[src/rtl/ysyx_mc_seq.sv]
`default_nettype none
// +----------------------------------------------------------------------------+
// | ysyx_mc_seq : multi-cycle fetch/execute/memory/writeback sequencer (npc).  |
// | Optional: YSYX_PERF_CNT_EN enables mcycle/minstret counters.               |
// | Rev 1.0                                                                    |
// +----------------------------------------------------------------------------+
module ysyx_mc_seq #(
   parameter int               WIDTH     = 32,
   parameter logic [WIDTH-1:0] RESET_PC  = 32'h8000_0000,
   parameter int               CNT_WIDTH = 64
) (
   input  logic                 clk,
   input  logic                 rst,
   output logic                 ifu_req_valid,
   input  logic                 ifu_req_ready,
   output logic [WIDTH-1:0]     ifu_addr,
   input  logic                 ifu_rsp_valid,
   input  logic [31:0]          ifu_rsp_data,
   output logic [31:0]          inst,
   output logic [WIDTH-1:0]     pc,
   input  logic [WIDTH-1:0]     next_pc,
   input  logic                 dec_mem_re,
   input  logic                 dec_mem_we,
   input  logic                 dec_rd_we,
   input  logic                 dec_csr_we,
   output logic                 lsu_req_valid,
   input  logic                 lsu_req_ready,
   output logic                 lsu_req_we,
   input  logic                 lsu_rsp_valid,
   input  logic [WIDTH-1:0]     lsu_rsp_data,
   output logic [WIDTH-1:0]     rdata,
   output logic                 rf_we,
   output logic                 csr_we,
   output logic                 retire,
   output logic [2:0]           state,
   output logic [CNT_WIDTH-1:0] mcycle,
   output logic [CNT_WIDTH-1:0] minstret
);

   typedef enum logic [2:0] {
      S_FETCH = 3'd0,
      S_IWAIT = 3'd1,
      S_EXEC  = 3'd2,
      S_MEM   = 3'd3,
      S_MWAIT = 3'd4,
      S_WB    = 3'd5
   } state_t;

   localparam logic [31:0] c_nop = 32'h0000_0013;

   state_t           r_state;
   state_t           w_state_nxt;
   logic [WIDTH-1:0] r_pc;
   logic [31:0]      r_inst;
   logic [WIDTH-1:0] r_rdata;
   logic             r_is_load;

   // Load/store kind is captured at the MEM handshake so MWAIT never looks at decode.
   always_ff @(posedge clk) begin
      if (rst) begin
         r_state   <= S_FETCH;
         r_pc      <= RESET_PC;
         r_inst    <= c_nop;
         r_rdata   <= '0;
         r_is_load <= 1'b0;
      end else begin
         r_state <= w_state_nxt;
         if (r_state == S_IWAIT && ifu_rsp_valid)
            r_inst <= ifu_rsp_data;
         if (r_state == S_MEM && lsu_req_ready)
            r_is_load <= dec_mem_re & ~dec_mem_we;
         if (r_state == S_MWAIT && lsu_rsp_valid && r_is_load)
            r_rdata <= lsu_rsp_data;
         if (r_state == S_WB)
            r_pc <= next_pc;
      end
   end

   always_comb begin
      w_state_nxt   = r_state;
      ifu_req_valid = 1'b0;
      lsu_req_valid = 1'b0;
      lsu_req_we    = 1'b0;
      rf_we         = 1'b0;
      csr_we        = 1'b0;
      retire        = 1'b0;
      case (r_state)
         S_FETCH: begin
            ifu_req_valid = 1'b1;
            if (ifu_req_ready) w_state_nxt = S_IWAIT;
         end
         S_IWAIT: begin
            if (ifu_rsp_valid) w_state_nxt = S_EXEC;
         end
         S_EXEC: begin
            w_state_nxt = (dec_mem_re | dec_mem_we) ? S_MEM : S_WB;
         end
         S_MEM: begin
            lsu_req_valid = 1'b1;
            lsu_req_we    = dec_mem_we;
            if (lsu_req_ready) w_state_nxt = S_MWAIT;
         end
         S_MWAIT: begin
            if (lsu_rsp_valid) w_state_nxt = S_WB;
         end
         S_WB: begin
            rf_we       = dec_rd_we;
            csr_we      = dec_csr_we;
            retire      = 1'b1;
            w_state_nxt = S_FETCH;
         end
         default: w_state_nxt = S_FETCH;
      endcase
   end

   assign ifu_addr = r_pc;
   assign pc       = r_pc;
   assign inst     = r_inst;
   assign rdata    = r_rdata;
   assign state    = r_state;

`ifdef YSYX_PERF_CNT_EN
   localparam logic [CNT_WIDTH-1:0] c_one = {{(CNT_WIDTH-1){1'b0}}, 1'b1};

   logic [CNT_WIDTH-1:0] r_mcycle;
   logic [CNT_WIDTH-1:0] r_minstret;

   always_ff @(posedge clk) begin
      if (rst) begin
         r_mcycle   <= '0;
         r_minstret <= '0;
      end else begin
         r_mcycle <= r_mcycle + c_one;
         if (retire) r_minstret <= r_minstret + c_one;
      end
   end

   assign mcycle   = r_mcycle;
   assign minstret = r_minstret;
`else
   assign mcycle   = '0;
   assign minstret = '0;
`endif

endmodule
`default_nettype wire

[config.mk]
export PLATFORM = sky130hd
export DESIGN_NAME = ysyx_mc_seq
export DESIGN_NICKNAME = d
export VERILOG_FILES = /design/src/rtl/ysyx_mc_seq.sv
export SDC_FILE = /design/constraint.sdc
export NUM_CORES = 1
export LEC_CHECK = 0
export ABC_CLOCK_PERIOD_IN_PS = 2200
export BUFFER_PORTS_ARGS = -buffer_cell sky130_fd_sc_hd__buf_2
export CORE_AREA = 2 2 143 145
export DETAILED_ROUTE_END_ITERATION = 12
export DIE_AREA = 0 0 145 147
export MAX_ROUTING_LAYER = met4
export PLACE_DENSITY = 0.52
export REMOVE_ABC_BUFFERS = 1
export SLEW_MARGIN = 20
export SYNTH_ARGS = -nofsm -noshare
export SYNTH_HDL_FRONTEND = slang
export SYNTH_SLANG_ARGS = --single-unit
[constraint.sdc]
create_clock -name clk -period 2.2 [get_ports clk]
set_clock_uncertainty 0.05 [all_clocks]
set_input_delay 0.22 -clock clk [delete_from_list [all_inputs] [get_ports clk]]
set_output_delay 0.22 -clock clk [all_outputs]
set_load 0.02 [all_outputs]
; Word-level counts from Yosys, hierarchy flattened
; Index checks and enable logic that the tools add are counted.
[totals]
romBits = 0
ramBits = 0
wordCells = 35
memories = 0
latchBits = 0
ff_bits = 100
[op_classes]
magnitude_cmp = 0
div_mod_pow = 0
n_mux = 12
n_bitwise = 3
add_sub_neg = 0
shifts = 0
multipliers = 0
n_eq_ne = 9
n_reduce_logical = 6
[op_table]
columns = op, count
row1 = two-way mux 3 bit, 5
row2 = one-hot mux 3 bit (5 select lines), 1
row3 = inequality test 2 bit (second input constant), 4
row4 = == test 3 x 2 -> 1 bit (second input constant), 2
row5 = == test 3 bit (second input constant), 2
row6 = two-way mux 1 bit, 6
row7 = logical AND 1 bit, 4
row8 = AND reduction 4 bit, 1
row9 = == test 3 x 1 -> 1 bit (second input constant), 1
row10 = zero test 3 bit, 1
row11 = AND 1 bit, 1
row12 = NOT 1 bit, 1
row13 = bitwise OR 1 bit, 1

; Depth between registers and ports, before layout
; Gate-level depths: netlist of run 1.
[depth]
ltp_word = 3
depth_mapped = 6

; Worst setup path after synthesis of run 1
; No wires, ideal clock.
[synth_path]
path_kind = reg2out
from = reg r_state[1] (netlist: state[1])
to = out csr_we
path_buffers = 2
arrival_ns = 1.342
slack_ns = 0.588
path_stages_with_launch = 6
cell_sequence = dfxtp_1 -> buf_4 -> nand3b_4 -> inv_2 -> buf_4 -> and2_1
[synth_via]
elab_chain_cells = 2
[synth_lines]
columns = element, line
row1 = from (decl), 51  ; state_t r_state;
row2 = from (signal assigned), 67  ; r_state <= w_state_nxt;
row3 = == test 3 bit, 87  ; case (r_state)
row4 = two-way mux 1 bit, 87
row5 = to (decl), 33  ; output logic csr_we,
; Every way passes these cells.

; Worst setup path in the final report of run 1
[layout_path]
from = reg r_state[0] (netlist: state[0])
to = out rf_we
[layout_via]
elab_chain_cells = 2
[layout_lines]
columns = element, line
row1 = == test 3 bit, 87
row2 = two-way mux 1 bit, 87
row3 = to (decl), 32  ; output logic rf_we,
; Every way passes these cells.

==> impl_metrics.env, run 1 <==
export IMPL_wl_per_cell_um=11.26
export IMPL_avgSynthCellArea_um2=8.511
export IMPL_max_freq_mhz=546.5
export IMPL_p_int_w=0.002895
export IMPL_ctsHoldBuffers=0
export IMPL_max_cap_viol_count=0
export IMPL_dieWidth_um=145
export IMPL_r2r_end="rdata[8]"
export IMPL_grt_max_degree=66
export IMPL_drive_gt1_share_pct=33.66
export IMPL_dp_cells=1066
export IMPL_netlist_instances=613
export IMPL_startpoint_type="flop"
export IMPL_worstRegToRegCells=4
export IMPL_fp_dieH_um=147
export IMPL_num_vias=4055
export IMPL_ff_latch_area_mm2=0.002002
export IMPL_die_area_mm2=0.02132
export IMPL_grtUsageTotal_pct=11.16
export IMPL_fin_area_mm2=0.006202
export IMPL_viasPerCell=3.751
export IMPL_dpl_hpwl_um=9164
export IMPL_crit_start="state[0]"
export IMPL_synth_ff_latch_count=100
export IMPL_place_area_mm2=0.005912
export IMPL_crit_type="reg -> out"
export IMPL_tritoncts="done"
export IMPL_overflow=0
export IMPL_hold_class="in -> reg"
export IMPL_core_mm2=0.01984
export IMPL_clk_pin_slew_worst_paths_ps=70
export IMPL_pin_count=371
export IMPL_cp_end_kind="primary output"
export IMPL_regToRegSetupSlack_ps=530
export IMPL_drtIter0Drc=90
export IMPL_hold_viol=0
export IMPL_fin_crit_sh_pct=83.17
export IMPL_initial_core_util_pct=26.29
export IMPL_irDropWorstVdd_uv=397.7
export IMPL_synth_seq_area_share_pct=38.37
export IMPL_clock_path_buffers=2
export IMPL_drt_pass1_iter_count=4
export IMPL_grt_pass1_vias=3519
export IMPL_final_nets=913
export IMPL_ys_warnings_count=0
export IMPL_clock_sinks=100
export IMPL_multi_input_area_mm2=0.002250
export IMPL_setup_viol=0
export IMPL_cp_slowest_stage_delay_ps=620
export IMPL_drcViolationCount=0
export IMPL_n_antenna_cell=0
export IMPL_post_cts_buffers=0
export IMPL_cp_arrival_ps=1560
export IMPL_portBuffers=242
export IMPL_min_period_ps=1830
export IMPL_antenna_found_initial=0
export IMPL_p_clk_share_pct=39.9
export IMPL_final_common_cell="buf_2"
export IMPL_seqPwrFrac_pct=46.3
export IMPL_layout_common_cells="buf_2, nand2_1, conb_1"
export IMPL_pre_cts_slack_ps=528.2
export IMPL_area_growth_syn_to_layout_pct=18.87
export IMPL_worstPathCellList="nand3b_4 -> inv_2 -> and2_1 -> buf_2"
export IMPL_min_delay_start="ifu_rsp_data[4]"
export IMPL_numCtsBuffers=9
export IMPL_gp_congestion=0.6999
export IMPL_p_leak_nw=3.051
export IMPL_p_comb_share_pct=13.8
export IMPL_rsz0062_at_grt="false"
export IMPL_switching_share_pct=28.26
export IMPL_cp_endpoint="rf_we"
export IMPL_ctsResizeCount=0
export IMPL_crit_fanout=12
export IMPL_num_fill_cells=2171
export IMPL_clk_latency_ps=340
export IMPL_htree_levels=3
export IMPL_powerDensity_mw_per_mm2=650.7
export IMPL_netlist_area_mm2=0.005218
export IMPL_row_count=52
export IMPL_crit_slowest_cell="dfxtp_1"
export IMPL_grt_pass1_wl_um=18490
export IMPL_drt_total_wl_um=12180
export IMPL_setup_ws_ps=370.3
export IMPL_ant_nets=0
export IMPL_outcome="finished, final reports clean"
export IMPL_whs_path_depth=3
export IMPL_slew_violations=0
export IMPL_synth_cell_types=30
export IMPL_rr_startpoint="state[2]"
export IMPL_worstPathRequired_ps=1930
export IMPL_finalNonFillerCells=1081
export IMPL_fin_setup_tns_ps=0
export IMPL_p_switching_w=0.001141
export IMPL_cts_root_buf="clkbuf_16"
[flip-flops by register name, indices dropped and copies added (netlist names)]
signal	flops
ifu_addr	32
inst	32
rdata	32
state	3
r_is_load	1
[power by group through the flow]
stage / logic (W) / clock network (W) / registers, W
6_report: 0.000558 / 0.00161 / 0.00187
5_1_grt: 0.000605 / 0.00175 / 0.00187
4_1_cts: 0.000559 / 0.00169 / 0.00187
3_5_place_dp: 0.000558 / 0 / 0.00191
3_3_place_gp: 0.000558 / 0 / 0.00191
2_1_floorplan: 0.000300 / 0 / 0.00196
[final cells by class]
cell class | instances | share of cell area [%]
inverters | 1 | 0.06052
flip-flops and latches | 100 | 32.28
multi-input cells | 444 | 36.27
clock inverters | 5 | 0.9885
well taps | 270 | 5.447
repair buffers | 251 | 21.26
clock buffers | 10 | 3.692
[worst max-delay path, delay by kind of cell (launching register included)]
family	cells	cell delay, ps
buffers and inverters	2	330
DFF	1	620
and+or+nand+nor	2	260
[cell families (layout without fill, tap and decap cells)]
kind of cell | after synthesis | in the layout | share of synthesized area, %
and+or+nand+nor | 217 | 217 | 21.01
buffers and inverters | 196 | 267 | 27.67
DFF | 100 | 100 | 38.37
AOI/OAI and AO/OA | 66 | 66 | 6.547
muxes | 33 | 33 | 6.331
other | 1 | 128 | 0.07187
[synth_stat cells (all sizes together)]
cell | instances | share of area [%]
and2b | 1 | 0.17
buf | 184 | 27
conb | 1 | 0.072
nor3 | 2 | 0.19
and2 | 3 | 0.36
o21bai | 1 | 0.14
nand4b | 2 | 0.62
and3 | 1 | 0.12
and4bb | 1 | 0.24
a21oi | 64 | 6.2
nand4bb | 1 | 0.22
and4b | 1 | 0.19
dfxtp | 100 | 38
or3 | 1 | 0.12
inv | 1 | 0.072
or3b | 1 | 0.17
nor4b | 1 | 0.17
mux2i | 33 | 6.3
nand2b | 65 | 7.8
clkbuf | 11 | 0.79
nand2 | 131 | 9.4
nor2b | 1 | 0.26
a211o | 1 | 0.19
nand3b | 5 | 0.96
[routing by layer]
layer	part of all wire, %	global-route usage, %	vias up
li1	-	-	2048
met1	44	13.78	1794
met2	46	17.45	203
met3	7.7	2.640	10
met4	1.7	4.901	0
met5	0	-	-
[metrics by stage]
| step | hold WS (ps) | power (W) | utilization (%) |
|---|---|---|---|
| 3_5_place_dp | 387.8 | 0.002470 | 29.79 |
| 2_1_floorplan | 232.4 | 0.002258 | - |
| 4_1_cts | 12.91 | 0.004116 | 31.25 |
| 3_3_place_gp | 387.8 | 0.002469 | 29.79 |
| 6_report | 33.31 | 0.004036 | 31.25 |
| 5_1_grt | 32.84 | 0.004232 | 31.25 |
[worst min path at each step]
stage / end / slack, ps
global route: inst[0] / 30
detailed placement: ifu_addr[31] / 390
finish: inst[4] / 30
floorplan: r_is_load / 230
global placement: inst[0] / 390
CTS: ifu_addr[31] / 10
No activity file was read; power rests on OpenSTA's default activity.
==> run 2, diff against run 1 <==
ABC_AREA = 1   (was unset)
ABC_CLOCK_PERIOD_IN_PS = 1500   (was 2200)
CORE_AREA = 2 2 144 146   (was 2 2 143 145)
DIE_AREA = 0 0 146 148   (was 0 0 145 147)
clock period = 1.5 ns   (was 2.2 ns; I/O delays follow)
==> run 2 against run 1 <==
Net effect: the flow now stops in detailed routing; synthesized cell count rose by 3.4%; global-route usage is 2.0 points higher; area after synthesis decreased by 4.9%.
==> impl_metrics.env, run 2 <==
export IMPL_outcome="did not finish"
export IMPL_haltStage="detailed routing"
export IMPL_stop_error="[ERROR DRT-0255] Maze Route cannot find path of net clk in worker of routeBox ( 96600 96600 ) ( 146000 148000 )."
export IMPL_async_flop_share_pct=0
export IMPL_grt_pass1_wl_um=21520
export IMPL_fp_dieH_um=148
export IMPL_htree_levels=3
export IMPL_pre_cts_slack_ps=128.3
export IMPL_initial_core_util_pct=24.76
export IMPL_worstEndpointType="top-level output"
export IMPL_netlist_instances=634
export IMPL_synth_cell_types=25
export IMPL_clock_path_buffers=2
export IMPL_crit_endpoint="lsu_req_valid"
export IMPL_grt_pass1_vias=3909
export IMPL_yosys_area_top_type="dfxtp_1"
export IMPL_synth_edf_count=0
export IMPL_numCtsBuffers=9
export IMPL_dieWidth_um=146
export IMPL_dpl_hpwl_um=10350
export IMPL_gp_congestion=0.8184
export IMPL_antenna_found_initial=1
export IMPL_synth_seq_area_share_pct=40.34
export IMPL_synth_ff_type="dfxtp_1"
export IMPL_cts_root_buf="clkbuf_16"
export IMPL_synth_top_area_share_pct=40.34
export IMPL_avgSynthCellArea_um2=7.827
export IMPL_yosysMostFrequentCell="buf_4"
export IMPL_synth_ff_latch_count=100
export IMPL_synth_area_leaders="dfxtp_1, buf_4, a21oi_1"
export IMPL_ys_warnings_count=0
export IMPL_portBuffers=242
export IMPL_place_area_mm2=0.005744
export IMPL_overflow=0
export IMPL_clock_sinks=100
export IMPL_netlist_area_mm2=0.004962
export IMPL_pin_count=371
export IMPL_row_count=52
export IMPL_grtUsageTotal_pct=13.15
export IMPL_synth_common_cells="buf_4, dfxtp_1, nand2_1, a21oi_1, nor2_1"
export IMPL_grt_max_degree=68
[run 2: cell types whose count changed after synthesis, sizes merged, moves of 2 or more]
| cell | delta |
|---|---|
| buf | -6 |
| nand2 | -45 |
| nand3b | -4 |
| nor2 | +74 |
| and2 | -3 |
| inv | +43 |
| a21oi | +2 |
| nand4b | -2 |
| mux2i | -33 |
| nand3 | +8 |
| nand2b | -65 |
| o21ai | +61 |
[run 2: cell families after synthesis]
family          count (synthesis)  share of synthesized area [%]
flops                         100                          40.34
simple gates                  172                          15.20
other cells                     1                        0.07557
buf+inv                       234                          31.57
compound gates                127                          12.81
[run 2: stage by stage]
step	instances	hold WS [ps]
4_1_cts	1181	1.860
3_5_place_dp	1097	323.4
3_3_place_gp	1097	313.7
2_1_floorplan	571	169.1
5_1_grt	1183	8.518
[run 2: what timing repair did]
item | CTS | global route
hold endpoints to repair | 64 | 0
hold buffers | 64 | 0
pin swaps | 2 | 2
endpoints found under the setup margin | 4 | 7
gates resized for setup | 9 | 5
buffers inserted | 4 | 1
gates cloned | 1 | 0
[run 2: layer usage]
metal and GRT usage (%):
met3 4.012, met5 -, met2 21.72, met4 5.049, met1 15.04
==> run 3, diff against run 2 <==
ABC_CLOCK_PERIOD_IN_PS = 1950   (was 1500)
CORE_AREA = unset   (was 2 2 144 146)
CORE_MARGIN = 2   (was unset)
CORE_UTILIZATION = 20   (was unset)
DIE_AREA = unset   (was 0 0 146 148)
MAX_ROUTING_LAYER = unset   (was met4)
PLACE_DENSITY = unset   (was 0.52)
PLACE_DENSITY_LB_ADDON = 0.15   (was unset)
clock period = 1.95 ns   (was 1.5 ns; I/O delays follow)
==> run 3 against run 2 <==
Net effect: the flow now finishes without violations; synthesized cell count did not move; area after synthesis is the same; global-route usage down 2.8 points.
==> impl_metrics.env, run 3 <==
export IMPL_cts_root_buf="clkbuf_16"
export IMPL_tritoncts="done"
export IMPL_clock_path_buffers=2
export IMPL_netlist_instances=634
export IMPL_synth_seq_area_share_pct=40.34
export IMPL_synth_edf_count=0
export IMPL_yosys_area_top_type="dfxtp_1"
export IMPL_final_nets=950
export IMPL_core_mm2=0.02432
export IMPL_max_freq_mhz=566.1
export IMPL_grtUsageTotal_pct=10.33
export IMPL_synth_ff_latch_count=100
export IMPL_grt_pass1_wl_um=20930
export IMPL_row_count=57
export IMPL_initial_core_util_pct=20.40
export IMPL_rsz0062_at_grt="false"
export IMPL_fin_crit_sh_pct=90.58
export IMPL_startpoint_type="flop"
export IMPL_min_delay_start="ifu_rsp_data[24]"
export IMPL_drtIter0Drc=181
export IMPL_drcViolationCount=0
export IMPL_cp_end_kind="primary output"
export IMPL_gp_congestion=0.7018
export IMPL_fin_setup_tns_ps=0
export IMPL_irDropWorstVdd_uv=382.1
export IMPL_viasPerCell=3.530
export IMPL_ctsResizeCount=0
export IMPL_crit_fanout=21
export IMPL_regToRegSetupSlack_ps=400
export IMPL_r2r_end="ifu_addr[14]"
export IMPL_async_flop_share_pct=0
export IMPL_worstPathRequired_ps=1700
export IMPL_synth_top_area_share_pct=40.34
export IMPL_numCtsBuffers=9
export IMPL_wl_per_cell_um=12.01
export IMPL_multi_input_area_mm2=0.001871
export IMPL_clock_sinks=100
export IMPL_p_leak_nw=3.150
export IMPL_clk_pin_slew_worst_paths_ps=80
export IMPL_dieWidth_um=161.5
export IMPL_outcome="finished, final reports clean"
export IMPL_ys_warnings_count=0
export IMPL_yosysMostFrequentCell="buf_4"
export IMPL_overflow=0
export IMPL_cp_endpoint="retire"
export IMPL_setup_viol=0
export IMPL_ff_latch_area_mm2=0.002002
export IMPL_hold_viol=0
export IMPL_dp_cells=1146
export IMPL_crit_start="state[0]"
export IMPL_grt_pass1_vias=3707
export IMPL_clk_latency_ps=350
export IMPL_place_area_mm2=0.005749
export IMPL_dpl_hpwl_um=10440
export IMPL_drive_gt1_share_pct=34.04
export IMPL_max_cap_viol_count=0
export IMPL_rr_startpoint="state[0]"
export IMPL_fp_dieH_um=161.5
export IMPL_post_cts_buffers=0
export IMPL_synth_ff_type="dfxtp_1"
export IMPL_hold_class="in -> reg"
export IMPL_crit_type="reg -> out"
export IMPL_min_period_ps=1766
export IMPL_pin_count=371
export IMPL_finalNonFillerCells=1175
export IMPL_cp_arrival_ps=1520
export IMPL_antenna_found_initial=2
export IMPL_final_common_cell="buf_2"
export IMPL_htree_levels=3
export IMPL_fin_area_mm2=0.006158
export IMPL_portBuffers=242
export IMPL_avgSynthCellArea_um2=7.827
export IMPL_synth_cell_types=25
export IMPL_drt_pass1_iter_count=6
export IMPL_num_fill_cells=2778
export IMPL_powerDensity_mw_per_mm2=1061
export IMPL_area_growth_syn_to_layout_pct=24.10
export IMPL_grt_max_degree=68
export IMPL_synth_area_leaders="dfxtp_1, buf_4, a21oi_1"
export IMPL_ant_nets=0
export IMPL_num_vias=4148
export IMPL_synth_common_cells="buf_4, dfxtp_1, nand2_1, a21oi_1, nor2_1"
export IMPL_drt_total_wl_um=14110
export IMPL_netlist_area_mm2=0.004962
export IMPL_layout_common_cells="buf_2, conb_1, dfxtp_1"
export IMPL_die_area_mm2=0.02609
export IMPL_slew_violations=0
export IMPL_worstRegToRegCells=7
[run 3: kinds of logic after synthesis]
group                  Yosys count  share of synthesized area (%)
AND/OR/NAND/NOR                172                          15.20
AO/OA/AOI/OAI                  127                          12.81
flip-flops                     100                          40.34
buffers and inverters          234                          31.57
other                            1                        0.07557
[run 3: power by group]
group,internal (W),total [W],switching [W]
Combinational,0.000633,0.00217,0.00154
Clock,0.00100,0.00187,0.000863
Sequential,0.00232,0.00250,0.000180
[run 3: cell type report]
type / count / area share [%]
Timing Repair Buffer: 262 / 22.96
Multi-Input combinational cell: 427 / 30.37
Antenna cell: 2 / 0.08127
Sequential cell: 100 / 32.51
Tap cell: 324 / 6.583
Clock inverter: 5 / 0.9955
Clock buffer: 11 / 3.779
Inverter: 44 / 2.722
[run 3: layer usage]
metal  GRT usage [%]  up-vias  share of wire [%]
li1                -     2120                  -
met5               0        -                  0
met4           3.287        0                1.7
met1           11.84     1814                 39
met3           3.570       14                8.6
met2           18.01      200                 50
[run 3: timing repair]
action | in CTS | in global routing
setup endpoints to repair | 0 | 0
hold buffers | 11 | 0
endpoints found under the hold margin | 11 | 0
[run 3: worst max-delay path, cell delays in order (launching register included)]
cell	delay [ps]
dfxtp_1	420
inv_2	80
nor2_4	150
nand2_4	180
inv_2	150
buf_2	180
[run 3: worst min-delay path by stage]
stage,endpoint,slack (ps),depth (start not counted)
2_1_floorplan,ifu_addr[0],210,1
3_3_place_gp,ifu_addr[31],360,3
3_5_place_dp,ifu_addr[31],360,3
4_1_cts,inst[24],0.06,3
5_1_grt,inst[20],10,3
6_report,inst[24],10,3
[run 3: metrics by stage]
step	hold slack [ps]	setup WS (ps)	power (W)	utilization, %
5_1_grt	13.15	47.16	0.006963	25.32
3_3_place_gp	359.6	374.7	0.004767	23.64
4_1_cts	0.06029	122.4	0.006685	25.30
3_5_place_dp	362.3	374.0	0.004734	23.64
2_1_floorplan	214.1	187.7	0.003922	-
6_report	14.45	183.6	0.006532	25.32
==> run 4, diff against run 3 <==
--- a/config.mk
+++ b/config.mk
@@ -11,4 +11,5 @@
 export CORE_MARGIN = 2
 export CORE_UTILIZATION = 20
+export CTS_BUF_LIST = sky130_fd_sc_hd__clkbuf_4 sky130_fd_sc_hd__clkbuf_8 sky130_fd_sc_hd__clkbuf_16
 export DETAILED_ROUTE_END_ITERATION = 12
 export PLACE_DENSITY_LB_ADDON = 0.15
--- a/constraint.sdc
+++ b/constraint.sdc
@@ -3,3 +3,3 @@
 set_input_delay 0.195 -clock clk [delete_from_list [all_inputs] [get_ports clk]]
 set_output_delay 0.195 -clock clk [all_outputs]
-set_load 0.02 [all_outputs]
+set_load 0.01 [all_outputs]
==> run 4 against run 3 <==
Net effect: first-iteration DRC count down 24%; worst setup slack worse by 44 ps; utilization up 0.082 points; final cell count up 0.17%; final area up 0.33%; clock-buffer cell count down 1; total power down 6.7%; register-to-register slack better by 40 ps; non-clock buffer count up 4; routed wire length down 0.12%; via count down 0.24%; critical path depth unchanged; critical endpoint is now rf_we; largest cell class unchanged.
==> impl_metrics.env, run 4 (synthesis results as in run 3) <==
export IMPL_cp_end_kind="primary output"
export IMPL_whs_ps=21.36
export IMPL_hold_viol=0
export IMPL_cp_slowest_stage_delay_ps=380
export IMPL_hold_class="in -> reg"
export IMPL_final_common_cell="buf_2"
export IMPL_min_period_ps=1810
export IMPL_p_leak_nw=3.175
export IMPL_overflow=0
export IMPL_slew_violations=0
export IMPL_worstPathCellList="nor2_4 -> nand2_4 -> buf_4 -> nor2_1 -> buf_2"
export IMPL_drt_total_wl_um=14090
export IMPL_setup_viol=0
export IMPL_clk_pin_slew_worst_paths_ps=80
export IMPL_fin_setup_tns_ps=0
export IMPL_pre_cts_slack_ps=426.4
export IMPL_htree_levels=3
export IMPL_wl_per_cell_um=11.97
export IMPL_die_area_mm2=0.02609
export IMPL_crit_fanout=20
export IMPL_dpl_hpwl_um=10520
export IMPL_cts_root_buf="clkbuf_16"
export IMPL_grt_pass1_vias=3823
export IMPL_max_freq_mhz=552.5
export IMPL_startpoint_type="flop"
export IMPL_irDropWorstVdd_uv=414.2
export IMPL_n_antenna_cell=0
export IMPL_worstRegToRegCells=6
export IMPL_area_growth_syn_to_layout_pct=24.51
export IMPL_power_total_w=0.006098
export IMPL_powerDensity_mw_per_mm2=986.9
export IMPL_fp_dieH_um=161.5
export IMPL_row_count=57
export IMPL_whs_path_depth=3
export IMPL_drcViolationCount=0
export IMPL_max_cap_viol_count=0
export IMPL_fin_crit_sh_pct=92.82
export IMPL_pin_count=371
export IMPL_final_nets=954
export IMPL_drt_pass1_iter_count=4
export IMPL_cp_arrival_ps=1570
export IMPL_drive_gt1_share_pct=34.47
export IMPL_initial_core_util_pct=20.40
export IMPL_layout_common_cells="buf_2, conb_1, dfxtp_1"
export IMPL_num_vias=4138
export IMPL_worstPathRequired_ps=1700
export IMPL_numCtsBuffers=9
export IMPL_grtUsageTotal_pct=10.21
export IMPL_clock_path_buffers=2
export IMPL_portBuffers=242
export IMPL_outcome="finished, final reports clean"
export IMPL_crit_type="reg -> out"
export IMPL_drtIter0Drc=138
export IMPL_dieWidth_um=161.5
export IMPL_ant_nets=0
export IMPL_crit_slowest_cell="dfxtp_1"
export IMPL_grt_pass1_wl_um=20940
export IMPL_tritoncts="done"
export IMPL_rsz0062_at_grt="false"
export IMPL_setup_ws_ps=139.9
export IMPL_antenna_found_initial=0
export IMPL_gp_congestion=0.6891
export IMPL_core_mm2=0.02432
export IMPL_num_fill_cells=2773
export IMPL_grt_max_degree=68
export IMPL_viasPerCell=3.516
export IMPL_clock_sinks=100
export IMPL_clk_latency_ps=340
run 4: cell count changes in the layout (fill, tap and decap cells not counted), sizes merged, moves of 2 or more:
cell / previous run / this run
clkinvlp: 3 / 1
clkinv: 1 / 4
diode: 2 / 0
buf: 251 / 254
run 4: final timing paths:
path | from | endpoint | slack, ps
max reg2reg | state[1] | inst[23] | 440
max | state[1] | rf_we | 140
min reg2reg | rdata[16] | rdata[16] | 390
min | ifu_rsp_data[5] | inst[5] | 20
run 4: power breakdown:
part | internal, W | switching (W) | leakage [nW]
sequential | 0.00232 | 0.000156 | 0.811
combinational | 0.000650 | 0.00119 | 2.22
clock | 0.000915 | 0.000867 | 0.139
total | 0.00388 | 0.00222 | 3.17
run 4: metrics by stage:
| step | area (um^2) | cells | utilization, % |
|---|---|---|---|
| final | 6178 | 1177 | 25.41 |
| after global routing | 6178 | 1177 | 25.41 |
| after CTS | 6178 | 1177 | 25.41 |
| after detailed placement | 5772 | 1149 | 23.73 |
| after global placement | 5772 | 1149 | 23.73 |
| after floorplan | 4040 | 571 | - |
run 4: repair_timing:
action,in CTS,in global routing
hold buffers,12,0
buffers inserted,0,0
endpoints found under the hold margin,12,0
gates resized for setup,0,0
run 4: final cells by class:
class                           count  area [um^2]  share of cell area (%)
Inverter                           44        167.7                   2.714
Clock inverter                      6        47.55                  0.7695
Multi-Input combinational cell    427         1871                   30.28
Sequential cell                   100         2002                   32.40
Timing Repair Buffer              266         1446                   23.41
Tap cell                          324        405.4                   6.561
Clock buffer                       10        239.0                   3.868
run 4: worst max-delay path, delay by kind of cell (launching register included):
family                 cells  cell delay, ps
and+or+nand+nor            3             430
buffers and inverters      2             390
DFF                        1             380
run 4: metal layers:
metal | vias up | global-route usage [%] | share of wire, %
li1 | 2130 | - | -
met1 | 1807 | 11.86 | 41
met2 | 192 | 17.97 | 50
met3 | 9 | 3.338 | 8.1
met4 | 0 | 2.800 | 1.1
met5 | - | 0 | 0
